File: config.mk
export PLATFORM = sky130hd
export DESIGN_NAME = i2s_tx_out
export DESIGN_NICKNAME = d
export VERILOG_FILES = /design/src/rtl/i2s_pkg.sv /design/src/rtl/audio_frame_fifo.sv /design/src/rtl/i2s_tx_out.sv
export SDC_FILE = /design/constraint.sdc
export NUM_CORES = 1
export LEC_CHECK = 0
export CAP_MARGIN = 10
export CELL_PAD_IN_SITES_DETAIL_PLACEMENT = 1
export CELL_PAD_IN_SITES_GLOBAL_PLACEMENT = 2
export CORE_MARGIN = 10
export CORE_UTILIZATION = 40
export CTS_BUF_LIST = sky130_fd_sc_hd__clkbuf_2 sky130_fd_sc_hd__clkbuf_4 sky130_fd_sc_hd__clkbuf_8
export CTS_CLUSTER_DIAMETER = 200
export DETAILED_ROUTE_END_ITERATION = 10
export HOLD_SLACK_MARGIN = 0.1
export PLACE_DENSITY = 0.73
export SETUP_SLACK_MARGIN = 0.02
export SYNTH_ARGS = -nofsm -noshare
export SYNTH_HDL_FRONTEND = slang
export SYNTH_SLANG_ARGS = --single-unit
File: constraint.sdc
create_clock -name sys_clk -period 4 [get_ports sys_clk]
set_input_delay 0.8 -clock sys_clk [delete_from_list [all_inputs] [get_ports sys_clk]]
set_output_delay 0.8 -clock sys_clk [all_outputs]
set_load 0.02 [all_outputs]
File: src/rtl/i2s_pkg.sv
// Shared types and helpers for the I2S transmit path.
package i2s_pkg;

   localparam int AUDIO_WIDTH_DEF = 24;

   // Default-width stereo frame; left sample occupies the upper half.
   typedef struct packed {
      logic [AUDIO_WIDTH_DEF-1:0] l;
      logic [AUDIO_WIDTH_DEF-1:0] r;
   } stereo_frame_t;

   typedef enum logic {IDLE = 1'b0, RUN = 1'b1} tx_state_e;

   function automatic int frame_bits(input int slot_w);
      return 2 * slot_w;
   endfunction

endpackage

File: src/rtl/audio_frame_fifo.sv
// Synchronous FIFO holding packed {left, right} frames, with occupancy count.
module audio_frame_fifo #(
   parameter int DATA_W = 48,
   parameter int DEPTH  = 4
)(
   input  logic                     clk,
   input  logic                     rst_n,
   input  logic [DATA_W-1:0]        wr_data,
   input  logic                     wr_valid,
   output logic                     wr_ready,
   input  logic                     rd_en,
   output logic [DATA_W-1:0]        rd_data,
   output logic [$clog2(DEPTH):0]   count,
   output logic                     empty
);

   localparam int AW = $clog2(DEPTH);

   logic [DATA_W-1:0] mem [DEPTH];
   logic [AW-1:0]     wr_ptr;
   logic [AW-1:0]     rd_ptr;
   logic [AW:0]       count_q;
   logic              push;
   logic              pop;

   // Ready comes from the registered count, so a full FIFO refuses even on a pop cycle.
   assign wr_ready = (count_q < (AW+1)'(DEPTH));
   assign empty    = (count_q == '0);
   assign push     = wr_valid && wr_ready;
   assign pop      = rd_en && !empty;
   assign rd_data  = mem[rd_ptr];
   assign count    = count_q;

   always_ff @(posedge clk) begin
      if (!rst_n) begin
         wr_ptr  <= '0;
         rd_ptr  <= '0;
         count_q <= '0;
      end else begin
         if (push) wr_ptr <= wr_ptr + 1'b1;
         if (pop)  rd_ptr <= rd_ptr + 1'b1;
         if (push && !pop)
            count_q <= count_q + 1'b1;
         else if (pop && !push)
            count_q <= count_q - 1'b1;
      end
   end

   always_ff @(posedge clk) begin
      if (push) mem[wr_ptr] <= wr_data;
   end

endmodule

File: src/rtl/i2s_tx_out.sv
// Stereo I2S master transmitter: frame FIFO, BCLK/LRCLK generation, MSB-first serializer.
// Define I2S_TX_HOLD_ON_UNDERRUN_EN to repeat the last frame on underrun instead of zeros.
module i2s_tx_out
   import i2s_pkg::*;
#(
   parameter int I2S_WIDTH    = 24,
   parameter int AUDIO_WIDTH  = 24,
   parameter int BUFFER_DEPTH = 4,
   parameter int BCLK_DIV     = 4
)(
   input  logic                            sys_clk,
   input  logic                            sys_rst_n,
   input  logic                            tx_enable,
   input  logic [AUDIO_WIDTH-1:0]          sample_in_l,
   input  logic [AUDIO_WIDTH-1:0]          sample_in_r,
   input  logic                            sample_wr_valid,
   output logic                            sample_wr_ready,
   output logic                            i2s_bclk,
   output logic                            i2s_lrclk,
   output logic                            i2s_data,
   output logic [$clog2(BUFFER_DEPTH):0]   buffer_count,
   output logic                            buffer_empty,
   output logic                            underrun,
   input  logic                            underrun_clr
);

   localparam int FRAME_BITS = frame_bits(I2S_WIDTH);
   localparam int PW         = $clog2(FRAME_BITS);
   localparam int DW         = $clog2(BCLK_DIV);
   localparam logic [PW-1:0] POS_LAST  = PW'(FRAME_BITS - 1);
   localparam logic [PW-1:0] LEFT_LAST = PW'(I2S_WIDTH - 1);
   localparam logic [DW-1:0] DIV_LAST  = DW'(BCLK_DIV - 1);

   if (AUDIO_WIDTH > I2S_WIDTH) begin : g_width_chk
      $error("AUDIO_WIDTH must not exceed I2S_WIDTH");
   end
   if (BUFFER_DEPTH < 2 || (BUFFER_DEPTH & (BUFFER_DEPTH - 1)) != 0) begin : g_depth_chk
      $error("BUFFER_DEPTH must be a power of 2 and at least 2");
   end
   if (BCLK_DIV < 2) begin : g_div_chk
      $error("BCLK_DIV must be at least 2");
   end

   tx_state_e               state, state_d;
   logic [DW-1:0]           div_cnt, div_cnt_d;
   logic [PW-1:0]           bit_pos, bit_pos_d, next_pos;
   logic [FRAME_BITS-1:0]   shift_reg, shift_reg_d;
   logic [FRAME_BITS-1:0]   fifo_frame, load_frame, underrun_frame;
   logic [I2S_WIDTH-1:0]    slot_l, slot_r;
   logic [2*AUDIO_WIDTH-1:0] fifo_rd;
   logic                    bclk_d, lrclk_d, data_d, underrun_d;
   logic                    fifo_pop, bclk_fall;

   audio_frame_fifo #(
      .DATA_W (2*AUDIO_WIDTH),
      .DEPTH  (BUFFER_DEPTH)
   ) u_fifo (
      .clk      (sys_clk),
      .rst_n    (sys_rst_n),
      .wr_data  ({sample_in_l, sample_in_r}),
      .wr_valid (sample_wr_valid),
      .wr_ready (sample_wr_ready),
      .rd_en    (fifo_pop),
      .rd_data  (fifo_rd),
      .count    (buffer_count),
      .empty    (buffer_empty)
   );

   // Samples are left-justified in their slot with zero padding below.
   always_comb begin
      slot_l = '0;
      slot_r = '0;
      slot_l[I2S_WIDTH-1 -: AUDIO_WIDTH] = fifo_rd[2*AUDIO_WIDTH-1 -: AUDIO_WIDTH];
      slot_r[I2S_WIDTH-1 -: AUDIO_WIDTH] = fifo_rd[AUDIO_WIDTH-1:0];
   end
   assign fifo_frame = {slot_l, slot_r};

`ifdef I2S_TX_HOLD_ON_UNDERRUN_EN
   logic [FRAME_BITS-1:0] hold_frame, hold_d;
   assign underrun_frame = hold_frame;
`else
   assign underrun_frame = '0;
`endif

   always_comb begin
      state_d     = state;
      div_cnt_d   = div_cnt;
      bit_pos_d   = bit_pos;
      bclk_d      = i2s_bclk;
      lrclk_d     = i2s_lrclk;
      data_d      = i2s_data;
      shift_reg_d = shift_reg;
      underrun_d  = underrun_clr ? 1'b0 : underrun;
      fifo_pop    = 1'b0;
      load_frame  = fifo_frame;
      next_pos    = (bit_pos == POS_LAST) ? '0 : bit_pos + 1'b1;
      bclk_fall   = (div_cnt == DIV_LAST) && i2s_bclk;
`ifdef I2S_TX_HOLD_ON_UNDERRUN_EN
      hold_d      = hold_frame;
`endif
      case (state)
         IDLE: begin
            bclk_d  = 1'b0;
            lrclk_d = 1'b0;
            data_d  = 1'b0;
            if (tx_enable) begin
               state_d   = RUN;
               bit_pos_d = POS_LAST;
               div_cnt_d = '0;
            end
         end
         RUN: begin
            div_cnt_d = (div_cnt == DIV_LAST) ? '0 : div_cnt + 1'b1;
            if (div_cnt == DIV_LAST) bclk_d = ~i2s_bclk;
            if (bclk_fall) begin
               bit_pos_d = next_pos;
               // LRCLK switches one bit ahead of the slot it announces.
               lrclk_d   = ~((next_pos == POS_LAST) || (next_pos < LEFT_LAST));
               if (bit_pos == POS_LAST) begin
                  if (!tx_enable) begin
                     state_d = IDLE;
                     lrclk_d = 1'b0;
                     data_d  = 1'b0;
                  end else begin
                     if (!buffer_empty) begin
                        fifo_pop = 1'b1;
`ifdef I2S_TX_HOLD_ON_UNDERRUN_EN
                        hold_d   = fifo_frame;
`endif
                     end else begin
                        underrun_d = 1'b1;
                        load_frame = underrun_frame;
                     end
                     data_d      = load_frame[FRAME_BITS-1];
                     shift_reg_d = load_frame << 1;
                  end
               end else begin
                  data_d      = shift_reg[FRAME_BITS-1];
                  shift_reg_d = shift_reg << 1;
               end
            end
         end
         default: state_d = IDLE;
      endcase
   end

   always_ff @(posedge sys_clk) begin
      if (!sys_rst_n) begin
         state      <= IDLE;
         div_cnt    <= '0;
         bit_pos    <= '0;
         i2s_bclk   <= 1'b0;
         i2s_lrclk  <= 1'b0;
         i2s_data   <= 1'b0;
         underrun   <= 1'b0;
`ifdef I2S_TX_HOLD_ON_UNDERRUN_EN
         hold_frame <= '0;
`endif
      end else begin
         state      <= state_d;
         div_cnt    <= div_cnt_d;
         bit_pos    <= bit_pos_d;
         i2s_bclk   <= bclk_d;
         i2s_lrclk  <= lrclk_d;
         i2s_data   <= data_d;
         underrun   <= underrun_d;
`ifdef I2S_TX_HOLD_ON_UNDERRUN_EN
         hold_frame <= hold_d;
`endif
      end
   end

   always_ff @(posedge sys_clk) begin
      shift_reg <= shift_reg_d;
   end

endmodule

### After elaboration in Yosys (flattened, before gate mapping)

Memory sizes are Yosys's and may differ from the RTL's. A register that Yosys moved wholly into a read port is not among the register bits.
Index checks and enable logic that the tools add are counted.

* output and inout port bits: 9
* memories kept: 1
* logic and storage cells: 85
* bits in latches: 0
* ROM bits: 0
* bits in writable memories: 192
* input port bits: 53
* register bits: 67

* bitwise logic cells: 3
* reductions and logical operators: 13
* div/mod/pow operators: 0
* mux-type cells: 41
* eq/ne operators: 7
* order comparisons: 2
* add/sub/neg operators: 6
* $mul: 0
* shifts and indexed selects: 0

Memories
* u_fifo.mem: words 4, bits a word 48, rd ports 1, clocked after Yosys merged registers in 1, wr ports 1, RTL line audio_frame_fifo.sv:19 `logic [DATA_W-1:0] mem [DEPTH];`

Operators with widths (number)
* $mux W48: 3
* $mux W1: 23
* $mux W6: 3
* $eq A6 B6 Y1 const B: 2
* $pmux W6 S2: 1
* $mux W2: 4
* $pmux W1 S2: 4
* $add A2 B1 Y2 const B: 3
* $add A6 B1 Y6 const B: 1
* $lt A6 B5 Y1 const B: 1
* $mux W3: 2
* $logic_and A1 B1 Y1: 5
* $ne A2 B1 Y1 const B: 2
* $ne A2 B2 Y1 const B: 2
* $pmux W2 S2: 1
* $add A3 B1 Y3 const B: 1
* $logic_not A1 Y1: 3
* $logic_not A3 Y1: 1
* $lt A3 B3 Y1 const B: 1
* $not A1 Y1: 3
* $reduce_and A3 Y1: 1
* $sub A3 B1 Y3 const B: 1
* $eq A2 B2 Y1 const B: 1
* $reduce_and A2 Y1: 1
* other kinds (2): 2

### Logic depth before layout (Yosys ltp)

Gate-level depths: netlist (run 1).

* word-level depth: 10
* depth in mapped cells: 11

### Hierarchy

Synthesis (run 1) repeated with hierarchy kept, for this count alone.

* cell total of the unflattened synthesis: 577
* area, all modules: 10276.1 um^2

Modules (own cells, without submodules)
* audio_frame_fifo: cells an instance 295, times used 1, area each 7384.6 um^2
* i2s_tx_out: cells an instance 282, times used 1, area each 2891.5 um^2

### Worst setup path after synthesis (run 1)

Ideal clock, no wire load.

* kind: reg2reg
* start point: reg bit_pos[0]
* end point: reg shift_reg[10], enable pin
* clock period less this slack: 3.673 ns
* data arrival time: 3.206 ns
* path slack: 0.327 ns
* stages on the path, launching flop included: 5
* required time: 3.533 ns
* path through: dfxtp_1 > ha_1 > nand4b_2 > nor2_1 > a21oi_1

* longest elaborated chain between the ends: 3

RTL lines
* start, declared: RTL line i2s_tx_out.sv:46 `logic [PW-1:0] bit_pos, bit_pos_d, next_pos;`
* start signal, assigned: RTL line i2s_tx_out.sv:162 `bit_pos <= bit_pos_d;`
* $eq A6 B6 Y1: RTL line i2s_tx_out.sv:119 `if (bit_pos == POS_LAST) begin`
* $ne A2 B2 Y1 (no line)
* $reduce_and A3 Y1 (no line)
* end signal, assigned: RTL line i2s_tx_out.sv:174 `shift_reg <= shift_reg_d;`
* end, declared: RTL line i2s_tx_out.sv:47 `logic [FRAME_BITS-1:0] shift_reg, shift_reg_d;`

No other way between the ends.
A chain may end at the register's enable or synchronous reset.

### Worst setup path in the final report (run 1)

* start point: reg u_fifo.count_q[0], in the netlist u_fifo.count[0]
* end point: out buffer_empty

* longest elaborated chain between the ends: 1

RTL lines
* start, declared: RTL line audio_frame_fifo.sv:22 `logic [AW:0] count_q;`
* start signal, assigned: RTL line audio_frame_fifo.sv:43 `count_q <= count_q + 1'b1;`
* start signal, assigned: RTL line audio_frame_fifo.sv:45 `count_q <= count_q - 1'b1;`
* $logic_not A3 Y1: RTL line audio_frame_fifo.sv:28 `assign empty = (count_q == '0);`
* end, declared: RTL line i2s_tx_out.sv:22 `output logic buffer_empty,`

No other way between the ends.

==> impl_metrics.yaml, run 1 <==
status:
  outcome: "finished clean"
global_routing:
  grt_pass1_vias: 5638
  grt.overflow.total: 0
  grt_max_degree: 51
  antenna_found_initial: 0
  grt_usage: 0.131
  grt_pass1_wl_mm: 32.4
logic_synthesis:
  syn_inst: 491
  synth_cell_type_count: 46
  synth_fp_nets: 553
  synth_edf_count: 239
  ys_warn_count: 0
  ys_async_sr_fraction: 0
  synth_seq_cells: 261
  synth_top_flop_cell: "edfxtp_1"
  syn-cell-area_um2: 9990
  avgSynthCellArea_um2: 20.4
  synth-seq-area-share: 0.762
route:
  via_per_inst: 5.22
  dr.max_layer_used: "met4"
  drc_errors: 0
  vias: 4901
  met2_length_mm: 10.2
  routed_wl_mm: 20.5
  dr.pass1.iters: 5
  wl_met1_mm: 8.98
  wl_met3_um: 979
  ant_nets: 0
  routedWlPerCell_um: 21.9
  drtIter0Drc: 236
sta:
  min_period_over_period: 0.782
  final-hold-violation-count: 0
  finalCriticalPeriod_ns: 3.13
  tightest_slew_ns: 1.11
  finalSetupViolCount: 0
  setup_tns_ns: 0
  final_max_slew_viol_count: 0
  timing.slew.headroom: 0.258
  hold_slack_ns: 0.497
  fin_ws_ns: 0.874
  fmax_mhz: 320
  finClkSkew_ns: 0.0268
  rsz0062_at_grt: "false"
clock_tree:
  cts.path.max_buffers: 3
  htreeDepth: 2
  ctsHoldBuffers: 0
  cts-root-buf: "clkbuf_8"
  numCtsBuffers: 44
  ctsResizeCount: 0
  clk_pin_slew_worst_paths_ns: 0.06
  clock_latency_ns: 0.56
  tritoncts: "done"
  clock_sinks: 261
  post_cts_buffers: 0
critical_path:
  worst-setup-path-type: "register to primary output"
  crit_cells: 2
  reg2reg_depth: 9
  end_kind: "primary output"
  critPathCapture: "buffer_empty"
  cp_max_fo: 4
  critical_path_arrival_ns: 2.33
  crit_required_ns: 3.20
  cpLargestDelayFamily: "buffers and inverters"
  crit_chain: "nor3_1 -> clkdlybuf4s50_1"
  critPathBufInv: 1
  slowest_delay_ns: 0.75
  cpMaxStageDelayCell: "clkdlybuf4s50_1"
  r2r_slack_ns: 1.32
  crit_start: "u_fifo.count[0]$_SDFFE_PN0P_"
  start_kind: "register"
  r2r_start: "u_fifo.count[0]$_SDFFE_PN0P_"
  rr_endpoint: "u_fifo.count[2]$_SDFFE_PN0P_"
place:
  dpl_cell_area_um2: 11000
  dp.cells: 859
  port_buffers: 61
  hpwl_mm: 12.1
  gp_congestion: 0.765
  pre_cts_ws_ns: 0.633
layout:
  drive_above_1_share: 0.220
  stdcell_count: 938
  fin_nets: 643
  final_cell_area_um2: 11800
  finish.utilization: 0.483
  antenna_cells: 0
  synthToLayoutAreaGrowth_pct: 18.1
  largest_register_ffs: 192
floorplan:
  io_pins: 62
  dieArea_um2: 31700
  die_x_um: 178
  die_y_um: 178
  coreArea_um2: 24500
  initial_core_util: 0.409
  std_cell_rows: 57
power_and_ir_drop:
  cellLeakagePower_nw: 3.79
  p_per_area_nw_per_um2: 502
  power.total_mw: 5.92
  ir_drop_mv: 0.311
worst_hold_path:
  hold_path.class: "register to register"
job:
  cap_violations: 0
==> layout make-up <==
cell class	instances	area (um2)
tap	324	405
fill	2261	12700
clock buffer	57	709
timing repair buffer	72	706
inverter	8	30.0
clock inverter	22	130
multi-input combinational	194	2200
sequential	261	7620
==> logic make-up after synthesis <==
| family | Yosys count | synth area share |
|---|---|---|
| compound gates | 79 | 0.0626 |
| xor+xnor | 8 | 0.00701 |
| fa+ha+maj | 9 | 0.0120 |
| buf+inv | 36 | 0.0195 |
| flops | 261 | 0.762 |
| mux | 50 | 0.109 |
| simple gates | 48 | 0.0277 |
==> where the power goes <==
group / switching, mW / internal, mW / total [mW]
Combinational: 0.243 / 0.197 / 0.440
Sequential: 0.0605 / 3.16 / 3.22
Clock: 1.03 / 1.23 / 2.26
Total: 1.33 / 4.59 / 5.92
==> worst reg2reg max path: stages, from the launching register on <==
cell and delay [ns]:
dfxtp_1 0.36, nor3_1 0.66, nor3_4 0.08, nand3_1 0.16, ha_1 0.21, inv_1 0.07
fa_1 0.40, xor2_1 0.19, or3_1 0.30, a21boi_0 0.19
==> placed cells by master (no fill, tap or decap), types with 3 or more instances in the layout <==
master and instances:
nor2b_1 6, xnor2_1 5, and2_1 7, mux4_2 47, a21oi_1 9, nand3_1 6, nand2_1 5, and2_2 4
clkinv_1 14, inv_1 8, nor3_1 3, a21boi_0 3, a22o_1 46, clkbuf_8 45, nor2_1 6, o21ai_0 5
xor2_1 3, mux2i_1 3, nand4_1 3, buf_4 10, dfxtp_1 20, clkbuf_4 12, clkinv_2 5, ha_1 8
edfxtp_1 239, clkdlybuf4s50_1 61
==> layer usage <==
metal  global-route usage  up-vias
li1                     -     2208
met3               0.0309       27
met4               0.0406        0
met5                    0        -
met2                0.220      116
met1                0.166     2550
==> worst min path at each step <==
| stage | startpoint | end | slack (ns) | cells after the start |
|---|---|---|---|---|
| floorplan | div_cnt[0]$_SDFFE_PN0P_ | div_cnt[0]$_SDFFE_PN0P_ | 0.51 | 2 |
| global placement | underrun$_SDFF_PN0_ | underrun$_SDFF_PN0_ | 0.47 | 2 |
| detailed placement | underrun$_SDFF_PN0_ | underrun$_SDFF_PN0_ | 0.51 | 2 |
| CTS | underrun$_SDFF_PN0_ | underrun$_SDFF_PN0_ | 0.51 | 2 |
| global route | underrun$_SDFF_PN0_ | underrun$_SDFF_PN0_ | 0.55 | 2 |
| finish | underrun$_SDFF_PN0_ | underrun$_SDFF_PN0_ | 0.50 | 2 |
==> Yosys cell counts, types with 2 or more instances <==
library cell,instances,area share
edfxtp_1,239,0.72
mux4_2,47,0.11
a22o_1,46,0.040
dfxtp_1,22,0.044
and2_1,11,0.0069
buf_2,11,0.0055
a21oi_1,10,0.0050
clkbuf_1,9,0.0034
ha_1,8,0.010
inv_1,8,0.0030
nand3_1,6,0.0030
nor2_1,6,0.0023
nor2b_1,6,0.0038
nand2_1,5,0.0019
o21ai_0,5,0.0025
xnor2_1,5,0.0044
a21boi_0,3,0.0023
buf_6,3,0.0034
mux2i_1,3,0.0030
nand4_1,3,0.0019
nor3_1,3,0.0015
xor2_1,3,0.0026
buf_1,2,0.00075
buf_4,2,0.0015
nor3b_1,2,0.0015
o211a_1,2,0.0020
o22ai_1,2,0.0013
(Power assumes the default switching activity.)
==> run 2: changes to the inputs <==
--- a/config.mk
+++ b/config.mk
@@ -14,7 +14,7 @@
 export CTS_CLUSTER_DIAMETER = 200
 export DETAILED_ROUTE_END_ITERATION = 10
 export HOLD_SLACK_MARGIN = 0.1
-export PLACE_DENSITY = 0.73
+export PLACE_DENSITY = 0.76
 export SETUP_SLACK_MARGIN = 0.02
 export SYNTH_ARGS = -nofsm -noshare
 export SYNTH_HDL_FRONTEND = slang
==> constraint.sdc (replaced) <==
create_clock -name sys_clk -period 2.55 [get_ports sys_clk]
set_input_delay 0.51 -clock sys_clk [delete_from_list [all_inputs] [get_ports sys_clk]]
set_output_delay 0.51 -clock sys_clk [all_outputs]
set_load 0.02 [all_outputs]
==> run 2 against run 1 <==
Clock-buffer cell count is the same. Non-clock buffer count grew 10. Cell count grew 1.2%. Clock power grew 62%. Routed wire length shrank 0.40%. Die area is the same. Clock skew grew 0.0056 ns. Design area grew 2.3%. Critical path depth grew 8. Largest cell class unchanged. Setup slack lost 0.66 ns. Worst hold slack lost 0.023 ns. Total power grew 59%.
==> impl_metrics.yaml, run 2 (synthesis results as in run 1) <==
clock_tree:
  ctsHoldBuffers: 0
  tritoncts: "done"
  clk_pin_slew_worst_paths_ns: 0.05
  post_cts_buffers: 0
  cts.path.max_buffers: 3
  cts-root-buf: "clkbuf_8"
  htreeDepth: 2
  clock_latency_ns: 0.55
  numCtsBuffers: 44
  clock_sinks: 261
floorplan:
  initial_core_util: 0.409
  die_x_um: 178
  std_cell_rows: 57
  coreArea_um2: 24500
  die_y_um: 178
  io_pins: 62
  dieArea_um2: 31700
worst_hold_path:
  min_from: "underrun$_SDFF_PN0_"
  hold_path.class: "register to register"
  hold_depth: 2
  min_to: "underrun$_SDFF_PN0_"
global_routing:
  grt_max_degree: 49
  grt.overflow.total: 0
  antenna_found_initial: 0
  grt_pass1_wl_mm: 32.2
  grt_pass1_vias: 5679
  grt_usage: 0.130
power_and_ir_drop:
  switching_share: 0.222
  cellLeakagePower_nw: 3.91
  power_switching_mw: 2.10
  p_seq_frac: 0.536
  p_per_area_nw_per_um2: 781
  p_int_mw: 7.34
  power.total_mw: 9.44
  clkPwrFrac: 0.387
  ir_drop_mv: 0.582
  p_comb_frac: 0.078
route:
  via_per_inst: 5.31
  routed_wl_mm: 20.4
  drc_errors: 0
  routedWlPerCell_um: 21.5
  ant_nets: 0
  drtIter0Drc: 268
  vias: 5040
  dr.pass1.iters: 4
critical_path:
  r2r_slack_ns: 0.21
  start_kind: "register"
  crit_path_frequent_cell: "ha_1"
  cpLargestDelayFamily: "adder cells"
  cp_max_fo: 6
  rr_endpoint: "u_fifo.count[2]$_SDFFE_PN0P_"
  cpMaxStageDelayCell: "fa_1"
  crit_chain: "ha_1 -> nand4b_2 -> nor3_4 -> nand3_1 -> ha_1 -> inv_1 -> fa_1 -> xor2_1 -> or3_1 -> a21boi_1"
  slowest_delay_ns: 0.37
  crit_required_ns: 2.99
  critical_path_arrival_ns: 2.78
  r2r_start: "bit_pos[0]$_SDFFE_PN0P_"
  worst-setup-path-type: "register to register"
  critPathBufInv: 1
  end_kind: "register"
  reg2reg_depth: 10
status:
  outcome: "finished clean"
sta:
  finalSetupViolCount: 0
  final-hold-violation-count: 0
  setup_tns_ns: 0
  rsz0062_at_grt: "false"
  finalCriticalPeriod_ns: 2.34
  tightest_slew_ns: 0.681
  timing.slew.headroom: 0.546
  finClkSkew_ns: 0.0324
  final_max_slew_viol_count: 0
  fin_ws_ns: 0.211
  hold_slack_ns: 0.474
  fmax_mhz: 428
  min_period_over_period: 0.917
layout:
  finish.utilization: 0.494
  drive_above_1_share: 0.240
  layout_common_cells: "239 x edfxtp_1, 60 x clkdlybuf4s50_1, 47 x mux4_2"
  final_common_cell: "edfxtp_1"
  antenna_cells: 0
  multi_input_comb_area_um2: 2210
  largest_register_ffs: 192
  seqCellArea_um2: 7620
  fin_nets: 653
  synthToLayoutAreaGrowth_pct: 20.9
  stdcell_count: 949
  fillerInstances: 2246
  final_cell_area_um2: 12100
job:
  cap_violations: 0
place:
  pre_cts_ws_ns: -0.127
  gp_congestion: 0.725
  dpl_cell_area_um2: 11200
  hpwl_mm: 12.0
  port_buffers: 61
  dp.cells: 869
[run 2: cell type report]
cell class / count / area share
inverter: 8 / 0.00249
timing repair buffer: 82 / 0.0773
tap: 324 / 0.0336
clock buffer: 57 / 0.0587
multi-input combinational: 194 / 0.183
sequential: 261 / 0.631
clock inverter: 23 / 0.0136
[run 2: worst max-delay path by stage]
stage / from / slack [ns] / cells past startpoint / to
detailed placement: sample_wr_valid / -0.13 / 8 / u_fifo.count[2]$_SDFFE_PN0P_
floorplan: sample_wr_valid / 0.1 / 3 / u_fifo.mem[2][0]$_DFFE_PP_
global route: bit_pos[0]$_SDFFE_PN0P_ / 0.05 / 10 / u_fifo.count[2]$_SDFFE_PN0P_
finish: bit_pos[0]$_SDFFE_PN0P_ / 0.21 / 10 / u_fifo.count[2]$_SDFFE_PN0P_
global placement: sample_wr_valid / 0.1 / 8 / u_fifo.count[2]$_SDFFE_PN0P_
CTS: u_fifo.count[0]$_SDFFE_PN0P_ / 0.06 / 2 / buffer_empty
[run 2: repair_timing]
item,in CTS,in global routing
gates cloned,0,0
resized for setup,1,4
setup endpoints to repair,1,2
hold endpoints to repair,0,0
[run 2: power by group through the flow]
stage	logic, mW	clock network [mW]	registers [mW]
2_1_floorplan	0.359	0	5.13
5_1_grt	0.802	3.95	5.08
3_5_place_dp	0.746	0	5.14
6_report	0.734	3.65	5.06
3_3_place_gp	0.719	0	5.11
4_1_cts	0.753	3.76	5.06
[run 2: tightest hold or removal path, delay by kind of cell, from the launching register on]
kind	cells	cell delay, ns
simple gates	1	0.06
flops	1	0.30
compound gates	1	0.06
[run 2: per-layer routing]
| metal | vias to the layer above | track usage | share of wire |
|---|---|---|---|
| li1 | 2236 | - | - |
| met1 | 2650 | 0.164 | 0.44 |
| met2 | 116 | 0.218 | 0.49 |
| met3 | 38 | 0.0323 | 0.050 |
| met4 | 0 | 0.0410 | 0.018 |
| met5 | - | 0 | 0 |
==> run 3: changes to the inputs <==
--- a/config.mk
+++ b/config.mk
@@ -5,16 +5,17 @@
 export SDC_FILE = /design/constraint.sdc
 export NUM_CORES = 1
 export LEC_CHECK = 0
+export ABC_AREA = 1
 export CAP_MARGIN = 10
 export CELL_PAD_IN_SITES_DETAIL_PLACEMENT = 1
 export CELL_PAD_IN_SITES_GLOBAL_PLACEMENT = 2
 export CORE_MARGIN = 10
-export CORE_UTILIZATION = 40
+export CORE_UTILIZATION = 30
 export CTS_BUF_LIST = sky130_fd_sc_hd__clkbuf_2 sky130_fd_sc_hd__clkbuf_4 sky130_fd_sc_hd__clkbuf_8
 export CTS_CLUSTER_DIAMETER = 200
 export DETAILED_ROUTE_END_ITERATION = 10
 export HOLD_SLACK_MARGIN = 0.1
-export PLACE_DENSITY = 0.76
+export PLACE_DENSITY = 0.65
 export SETUP_SLACK_MARGIN = 0.02
 export SYNTH_ARGS = -nofsm -noshare
 export SYNTH_HDL_FRONTEND = slang
==> run 3 against run 2 <==
Via count is 23% higher. Synthesized area up 1.4%. Design area is 1.2% higher. Clock-buffer cell count did not move. Critical path depth grew 3. Clock power grew 1%. Worst hold slack worse by 0.030 ns. Routed wire length grew 16%. Critical path type unchanged. Largest power group unchanged.
==> impl_metrics.yaml, run 3 <==
logic_synthesis:
  synth_cell_type_count: 27
  synth_seq_cells: 261
  synth_fp_nets: 799
  avgSynthCellArea_um2: 13.7
  yosysMostFrequentCell: "edfxtp_1"
  syn_inst: 737
  ys_top_cells_by_count: "239 x edfxtp_1, 125 x nor2_1, 109 x o21ai_0, 46 x a22o_1, 46 x o22ai_1"
  synth_area_leaders: "edfxtp_1 71%, o21ai_0 5.4%, nor2_1 4.6%, dfxtp_1 4.3%, a22o_1 4.0%"
  synth_top_flop_cell: "edfxtp_1"
  ys_async_sr_fraction: 0
  syn-cell-area_um2: 10100
  synth_edf_count: 239
  synth_top_area_frac: 0.708
  synth-seq-area-share: 0.752
  synth_area_leader_cell: "edfxtp_1"
  ys_warn_count: 0
power_and_ir_drop:
  p_int_mw: 7.08
  p_seq_frac: 0.540
  switching_share: 0.225
  p_per_area_nw_per_um2: 748
  power_switching_mw: 2.06
  clkPwrFrac: 0.405
  p_comb_frac: 0.056
  cellLeakagePower_nw: 4.17
  ir_drop_mv: 0.305
  power.total_mw: 9.14
layout:
  antenna_cells: 0
  layout_common_cells: "239 x edfxtp_1, 121 x nor2_1, 109 x o21ai_0"
  finish.utilization: 0.365
  drive_above_1_share: 0.114
  final_cell_area_um2: 12200
  multi_input_comb_area_um2: 2190
  largest_register_ffs: 192
  final_common_cell: "edfxtp_1"
  seqCellArea_um2: 7620
  fin_nets: 882
  fillerInstances: 3514
  synthToLayoutAreaGrowth_pct: 20.6
global_routing:
  grt_pass1_wl_mm: 37.4
  grt_pass1_vias: 6577
  use_met3: 0.0260
  use_met2: 0.188
  grt_use_met1: 0.144
  antenna_found_initial: 1
  grt.overflow.total: 0
  busiest_layer: "met2"
  grt_usage: 0.114
  grt_max_degree: 98
clock_tree:
  clock_sinks: 261
  htreeDepth: 2
  tritoncts: "done"
  post_cts_buffers: 0
  numCtsBuffers: 44
  cts-root-buf: "clkbuf_8"
  ctsHoldBuffers: 0
  clk_pin_slew_worst_paths_ns: 0.07
  clock_latency_ns: 0.58
  cts.path.max_buffers: 3
  ctsResizeCount: 1
sta:
  final-hold-violation-count: 0
  final_max_slew_viol_count: 0
  rsz0062_at_grt: "false"
  tightest_slew_ns: 0.601
  fmax_mhz: 446
  timing.slew.headroom: 0.599
  fin_ws_ns: 0.308
  setup_tns_ns: 0
  finalSetupViolCount: 0
  min_period_over_period: 0.879
  finalCriticalPeriod_ns: 2.24
  finClkSkew_ns: 0.0345
critical_path:
  reg2reg_depth: 13
  critPathCapture: "u_fifo.count[2]$_SDFFE_PN0P_"
  rr_endpoint: "u_fifo.count[2]$_SDFFE_PN0P_"
  worst-setup-path-type: "register to register"
  cp_max_fo: 5
  crit_required_ns: 2.99
  end_kind: "register"
  crit_start: "div_cnt[0]$_SDFFE_PN0P_"
  start_kind: "register"
  r2r_slack_ns: 0.31
  critical_path_arrival_ns: 2.68
  r2r_start: "div_cnt[0]$_SDFFE_PN0P_"
route:
  dr.pass1.iters: 4
  routed_wl_mm: 23.7
  ant_nets: 0
  drc_errors: 0
  via_per_inst: 4.75
  routedWlPerCell_um: 18.2
  vias: 6180
  drtIter0Drc: 287
job:
  cap_violations: 0
floorplan:
  coreArea_um2: 33400
  dieArea_um2: 41500
  die_x_um: 204
  io_pins: 62
  die_y_um: 204
  std_cell_rows: 67
  initial_core_util: 0.303
place:
  port_buffers: 61
  dpl_cell_area_um2: 11400
  hpwl_mm: 12.8
  gp_congestion: 0.703
  pre_cts_ws_ns: 0.0859
worst_hold_path:
  hold_path.class: "register to register"
status:
  outcome: "finished clean"
==> run 3: cell types whose count changed after synthesis, moves of 11 or more <==
| cell | delta |
|---|---|
| and2_1 | -11 |
| clkbuf_1 | +16 |
| inv_1 | +24 |
| mux4_2 | -47 |
| nand2_1 | +28 |
| nor2_1 | +119 |
| o21ai_0 | +104 |
| o22ai_1 | +44 |
==> run 3: critical path, cell delays in order, from the launching register on <==
cell and delay (ns):
dfxtp_1 0.32, ha_1 0.22, nand2_1 0.07, inv_1 0.06, nand2_1 0.16, nor2_1 0.10, nand2_2 0.11, ha_1 0.15
inv_1 0.06, fa_1 0.38, a21oi_1 0.16, o21ai_0 0.12, o21ai_0 0.16, a21oi_1 0.05
==> run 3: stage by stage <==
step                      std cells  hold slack (ns)
after floorplan                 737            0.429
after global placement         1222            0.440
after detailed placement       1222            0.438
after CTS                      1302            0.450
after global routing           1302            0.489
final                          1302            0.445
==> run 3: kinds of logic after synthesis <==
| group | share of synthesized area |
|---|---|
| flops | 0.752 |
| buf+inv | 0.0345 |
| simple gates | 0.0689 |
| compound gates | 0.133 |
| fa+ha+maj | 0.0119 |
==> run 3: worst min path at each step <==
stage,startpoint,to,slack (ns),cells past startpoint
after detailed placement,i2s_lrclk$_SDFFE_PN0P_,i2s_lrclk$_SDFFE_PN0P_,0.44,2
after floorplan,div_cnt[0]$_SDFFE_PN0P_,div_cnt[0]$_SDFFE_PN0P_,0.43,1
final,i2s_lrclk$_SDFFE_PN0P_,i2s_lrclk$_SDFFE_PN0P_,0.44,2
after CTS,i2s_lrclk$_SDFFE_PN0P_,i2s_lrclk$_SDFFE_PN0P_,0.45,2
after global placement,div_cnt[0]$_SDFFE_PN0P_,div_cnt[0]$_SDFFE_PN0P_,0.44,1
after global routing,div_cnt[1]$_SDFFE_PN0P_,div_cnt[1]$_SDFFE_PN0P_,0.49,2
==> run 3: cell type report <==
type                       instances  share of cell area
inverter                          33              0.0101
sequential                       261               0.623
clock inverter                    23              0.0134
timing repair buffer              79              0.0701
clock buffer                      57              0.0575
multi-input combinational        401               0.180
tap                              448              0.0459
==> run 3: power by group through the flow <==
| stage | clock network [mW] | logic (mW) | registers, mW |
|---|---|---|---|
| 6_report | 3.70 | 0.508 | 4.93 |
| 5_1_grt | 4.01 | 0.573 | 4.95 |
| 4_1_cts | 3.83 | 0.526 | 4.93 |
| 3_5_place_dp | 0 | 0.527 | 5.02 |
| 3_3_place_gp | 0 | 0.519 | 5.02 |
| 2_1_floorplan | 0 | 0.224 | 5.03 |
==> run 3: layer usage <==
metal	up-vias	routed length [um]	part of all wire
li1	2919	-	-
met2	104	11200	0.47
met3	47	977	0.041
met4	2	534	0.023
met5	-	13	0.00055
met1	3108	10900	0.46
